**src/rtl/serial_subtractor_pkg.sv**
```systemverilog
// rtl/serial_subtractor_pkg.sv - shared state encoding and default width for serial_subtractor
package serial_subtractor_pkg;

    localparam int SS_DEFAULT_WIDTH = 8;

    typedef enum logic [1:0] {
        S_IDLE = 2'd0,
        S_RUN  = 2'd1,
        S_FIN  = 2'd2
    } state_e;

endpackage

```
**src/rtl/serial_subtractor_full_subtractor.sv**
```systemverilog
// rtl/serial_subtractor_full_subtractor.sv - one-bit full subtractor built from two half-subtractor cells
module full_subtractor (
    input  logic a,
    input  logic b,
    input  logic bin,
    output logic diff,
    output logic bout
);

    logic d1;
    logic hb1;
    logic hb2;

    // First half-subtractor handles a - b, second subtracts the incoming borrow.
    assign d1   = a ^ b;
    assign hb1  = ~a & b;
    assign diff = d1 ^ bin;
    assign hb2  = ~d1 & bin;
    assign bout = hb1 | hb2;

endmodule

```
**src/rtl/serial_subtractor.sv**
```systemverilog
// rtl/serial_subtractor.sv - bit-serial LSB-first subtractor with start/done handshake
module serial_subtractor
    import serial_subtractor_pkg::*;
#(
    parameter int WIDTH = SS_DEFAULT_WIDTH
) (
    input  logic             clk,
    input  logic             rst,
    input  logic             start,
    input  logic [WIDTH-1:0] a,
    input  logic [WIDTH-1:0] b,
    output logic             busy,
    output logic             done,
    output logic [WIDTH-1:0] diff,
    output logic             bout
);

    localparam int            CW   = (WIDTH > 2) ? $clog2(WIDTH) : 1;
    localparam logic [CW-1:0] LAST = CW'(WIDTH - 1);

    state_e           state_q, state_d;
    logic [WIDTH-1:0] sa_q, sa_d;
    logic [WIDTH-1:0] sb_q, sb_d;
    logic [WIDTH-1:0] diff_q, diff_d;
    logic [CW-1:0]    cnt_q, cnt_d;
    logic             borrow_q, borrow_d;
    logic             bout_q, bout_d;
    logic             busy_q;
    logic             done_q;

    logic             bit_d;
    logic             bit_b;

    full_subtractor u_fs (
        .a    (sa_q[0]),
        .b    (sb_q[0]),
        .bin  (borrow_q),
        .diff (bit_d),
        .bout (bit_b)
    );

    always_comb begin
        state_d  = state_q;
        sa_d     = sa_q;
        sb_d     = sb_q;
        diff_d   = diff_q;
        cnt_d    = cnt_q;
        borrow_d = borrow_q;
        bout_d   = bout_q;
        unique case (state_q)
            S_IDLE: begin
                if (start) begin
                    sa_d     = a;
                    sb_d     = b;
                    borrow_d = 1'b0;
                    cnt_d    = '0;
                    state_d  = S_RUN;
                end
            end
            S_RUN: begin
                // Result bits enter at the MSB so the LSB lands at bit 0 after WIDTH shifts.
                sa_d     = sa_q >> 1;
                sb_d     = sb_q >> 1;
                diff_d   = {bit_d, diff_q[WIDTH-1:1]};
                borrow_d = bit_b;
                cnt_d    = cnt_q + CW'(1);
                if (cnt_q == LAST) begin
                    cnt_d   = cnt_q;
                    bout_d  = bit_b;
                    state_d = S_FIN;
                end
            end
            S_FIN: begin
                state_d = S_IDLE;
            end
            default: begin
                state_d = S_IDLE;
            end
        endcase
    end

    always_ff @(posedge clk or posedge rst) begin
        if (rst) begin
            state_q  <= S_IDLE;
            sa_q     <= '0;
            sb_q     <= '0;
            diff_q   <= '0;
            cnt_q    <= '0;
            borrow_q <= 1'b0;
            bout_q   <= 1'b0;
            busy_q   <= 1'b0;
            done_q   <= 1'b0;
        end else begin
            state_q  <= state_d;
            sa_q     <= sa_d;
            sb_q     <= sb_d;
            diff_q   <= diff_d;
            cnt_q    <= cnt_d;
            borrow_q <= borrow_d;
            bout_q   <= bout_d;
            busy_q   <= (state_d == S_RUN);
            done_q   <= (state_d == S_FIN);
        end
    end

    assign busy = busy_q;
    assign done = done_q;
    assign diff = diff_q;
    assign bout = bout_q;

endmodule

```
**config.mk**
```make
export PLATFORM = sky130hd
export DESIGN_NAME = serial_subtractor
export DESIGN_NICKNAME = d
export VERILOG_FILES = /design/src/rtl/serial_subtractor_pkg.sv /design/src/rtl/serial_subtractor_full_subtractor.sv /design/src/rtl/serial_subtractor.sv
export SDC_FILE = /design/constraint.sdc
export NUM_CORES = 1
export LEC_CHECK = 0
export ABC_AREA = 1
export CORE_MARGIN = 1
export CORE_UTILIZATION = 52
export CTS_CLUSTER_DIAMETER = 40
export DETAILED_ROUTE_END_ITERATION = 8
export PLACE_DENSITY = 0.79
export SETUP_SLACK_MARGIN = 0.2
export SLEW_MARGIN = 20
export SYNTH_ARGS = -nofsm -noshare
export SYNTH_HDL_FRONTEND = slang
export SYNTH_SLANG_ARGS = --single-unit
```
**constraint.sdc**
```tcl
create_clock -name clk -period 1.31 [get_ports clk]
set_input_delay 0.262 -clock clk [delete_from_list [all_inputs] [get_ports clk]]
set_output_delay 0.262 -clock clk [all_outputs]
set_load 0.005 [all_outputs]
```
==> impl_results.md, run 1 <==
- Status: finished clean
- Die area: 0.003533 mm²
- CTS Hold Bufs: 0
- Fin crit period: 1.208 ns
- Design area: 0.002392 mm²
- CP endpoint kind: flop
- CP max stage cell: fa_2
- Vias in the first global route: 1414
- Via-per-instance ratio: around 4.9
- Initial antenna violation count: 0
- Final max-slew violation count: 0
- Max_cap viols: 0
- Crit path arrival time: 1.44 ns
- TritonCTS Sinks: 33
- Total Power: 5.514 mW
- Global-route wire length before repair: 6134 µm
- Synthesis Warnings: 0
- Final Hold Violating Endpoints: 0
- CTS Buffer Depth: 2
- Input/output buffers: 29
- Crit Path Max Fanout: 2
- RD Place Congestion: 0.7505
- Finish-stage setup viols: 0
- Root Driver: clkbuf_4
- Area Overhead vs Synth: 39.46%
- Clk_skew: 0.005931 ns
- Mapped Nets: 225
- CP Cell Sequence: inv_2, fa_2, o21ai_1
- Chip Width: 59.44 µm
- # nets final: 286
- Final antenna-violating net count: 0
- Reg-to-Reg Start: sa_q[0]
- Total gr overflow: 0
- Vias: around 1500
- Max incr delay on CP: 0.58 ns
- Num rows: 20
- Crit path kind: reg2reg
- Share of cells above drive strength 1: 0.3396
- Placed instance area: 0.002103 mm²
- PnR worst setup slack: 0.1017 ns
- Worst Path Required: 1.54 ns
- Synth area leader: dfrtp_1
- Synth unique cells: 20
- Routed WL: 4040 µm
- Critical path origin: sa_q[0]
- Largest net degree at the start of global routing: 34
- FMAX: 0.8276 GHz
- Worst slack, placed: -0.1068 ns
- RSZ-0062 raised after global routing: true
- Initial Util: 0.5528
- CP startpoint kind: flop
- PwrDens: between 2000 and 2500 mW/mm²
- Hold_ws: 0.2453 ns
- CTS tree: done
- Wirelength per Cell: 13.07 µm
- Min-Delay Path Class: in2async
- CP bufs+invs: 1
- IO Pins: 30
- Number of synthesized register bits: 33
- Syn avg cell area: roughly 8.5 µm²
- # fillers: ~210
- Worst slew margin: 0.8535
- Synthesized cell area: about 0.0017 mm²
- Syn Inst Count: 203
- Worst-Skew Late Latency: 0.34 ns
- Core Region: approximately 0.0031 mm²
- Diodes inserted: 0
- Top post-synthesis cells by area: dfrtp_1 48%, nand2_1 15%, inv_1 7.7%
- Post-route DRC: 0
- Total track usage: 0.2437
- Post-Place Cells: 279
- Iter 0 DRT Violations: 73
- Chip height: 59.44 µm
- First-pass iteration count of the detailed router: 4
- Fin crit share: 0.9223
- Crit-path leading delay family: adder cells
- H-Tree Depth: 2
- Worst-Margin Slew: 0.2190 ns
- Hpwl dp: 2171 µm
- TritonCTS Buffers: 5
- Sequential share of the synthesized area: 0.4814
- Post-synth top area share: 0.4814
- Leak pwr: 1.308 nW
- Clk pin slew, worst setup/hold paths: 0.10 ns
- Finished Layout Cells: 309
- Worst VDD drop: 1317 µV
==> report_power, final <==
| group | internal (mW) | switching [mW] | total [mW] |
|---|---|---|---|
| combinational | 1.45 | 1.59 | 3.04 |
| clock | 0.311 | 0.352 | 0.662 |
| sequential | 1.49 | 0.320 | 1.81 |
==> layout by cell type, fill, tap and decap left out <==
| cell type | count |
|---|---|
| buf_12 | 3 |
| nand3_1 | 20 |
| clkbuf_4 | 5 |
| dfrtp_2 | 1 |
| fa_2 | 1 |
| clkdlybuf4s50_1 | 18 |
| buf_6 | 7 |
| nand3_2 | 12 |
| inv_2 | 3 |
| inv_4 | 1 |
| ha_4 | 2 |
| nand2_8 | 3 |
| buf_4 | 20 |
| o21ai_4 | 1 |
| nand2_1 | 66 |
| clkinvlp_4 | 1 |
| inv_1 | 32 |
| clkinv_2 | 1 |
| nor2_4 | 1 |
| buf_2 | 11 |
| o21ai_1 | 4 |
| nor2_1 | 2 |
| nand3_4 | 1 |
| dfrtp_1 | 32 |
| inv_8 | 1 |
| clkbuf_8 | 2 |
| nand2_2 | 13 |
| o21ai_0 | 1 |
==> repair_timing <==
action / in CTS / in global routing
resized for setup: 47 / 19
pin swaps: 4 / 11
endpoints found under the hold margin: 0 / 0
endpoints found under the setup margin: 38 / 42
setup buffers: 9 / 11
cloned: 1 / 1
==> through the flow <==
step | TNS (ns) | util
floorplan | 0 | -
global placement | -0.4968 | 0.6778
CTS | 0 | 0.7145
detailed placement | -1.433 | 0.6778
global route | 0 | 0.7710
finish | 0 | 0.7710
==> cell families (layout without fill, tap and decap cells) <==
| group | after synthesis | after routing | share of synthesized area |
|---|---|---|---|
| flip-flops | 33 | 33 | 0.4814 |
| AND/OR/NAND/NOR | 117 | 118 | 0.3450 |
| buffers and inverters | 44 | 105 | 0.1233 |
| AO/OA/AOI/OAI | 6 | 6 | 0.02407 |
| adder cells (fa/ha/maj) | 3 | 3 | 0.02626 |
==> state kept, by name (all words and copies together), names as in the netlist <==
name / flops
done: 1
bout: 1
busy: 1
sa_q: 8
state_q: 2
sb_q: 8
borrow_q: 1
diff: 8
cnt_q: 3
==> final timing paths <==
path / cells past startpoint / slack (ns) / to
max: 3 / 0.10 / diff[7]
min: 3 / 0.25 / busy
max reg2reg: 3 / 0.10 / diff[7]
min reg2reg: 2 / 0.49 / diff[0]
max in group asynchronous: 3 / 0.88 / state_q[1]
min in group clk: 3 / 0.48 / sa_q[7]
==> area by class of cell <==
type                            instances  area (µm²)  share of cell area
Sequential cell                        33       827.0              0.3457
Multi-Input combinational cell        127       759.5              0.3175
Timing Repair Buffer                   59       524.3              0.2191
Inverter                               37       148.9             0.06224
Clock buffer                            7       65.06             0.02720
Tap cell                               44       55.05             0.02301
Timing Repair inverter                  1       7.507            0.003138
Clock inverter                          1       5.005            0.002092
==> worst reg2reg max path: stages, from the launching register on <==
cell     delay [ns]
dfrtp_1        0.39
inv_2          0.06
fa_2           0.58
o21ai_1        0.07
==> cells in the mapped netlist <==
master   count
nand2_4      1
inv_2        1
o21ai_1      2
buf_2        2
buf_8        1
nand2_1     69
nand3_2     12
inv_1       35
o21ai_0      3
o21ai_4      1
dfrtp_1     33
buf_6        4
ha_1         2
nand2_8      1
nor2_1       2
nand3_1     21
fa_1         1
inv_4        1
nand2_2     10
nor2_2       1
==> layer usage <==
| layer | routed length, µm | up-vias | track usage |
|---|---|---|---|
| met5 | 0 | - | 0 |
| met4 | 95 | 0 | 0.1020 |
| met3 | 214 | 11 | 0.08515 |
| met2 | 2116 | 50 | 0.3981 |
| met1 | 1614 | 716 | 0.2910 |
| li1 | - | 738 | - |
No activity file was read; power rests on OpenSTA's default activity.
==> run 2, diff against run 1 <==
--- a/config.mk
+++ b/config.mk
@@ -6,6 +6,7 @@
 export NUM_CORES = 1
 export LEC_CHECK = 0
 export ABC_AREA = 1
+export CAP_MARGIN = 20
 export CORE_MARGIN = 1
 export CORE_UTILIZATION = 52
 export CTS_CLUSTER_DIAMETER = 40
==> results of run 2 <==
Final layout, timing and power as in run 1 (identical DEF).
==> run 3, diff against run 2 <==
--- a/config.mk
+++ b/config.mk
@@ -11,6 +11,7 @@
 export CORE_UTILIZATION = 52
 export CTS_CLUSTER_DIAMETER = 40
 export DETAILED_ROUTE_END_ITERATION = 8
+export GPL_ROUTABILITY_DRIVEN = 0
 export PLACE_DENSITY = 0.79
 export SETUP_SLACK_MARGIN = 0.2
 export SLEW_MARGIN = 20
==> results of run 3 <==
Final layout, timing and power as in run 1 (identical DEF).
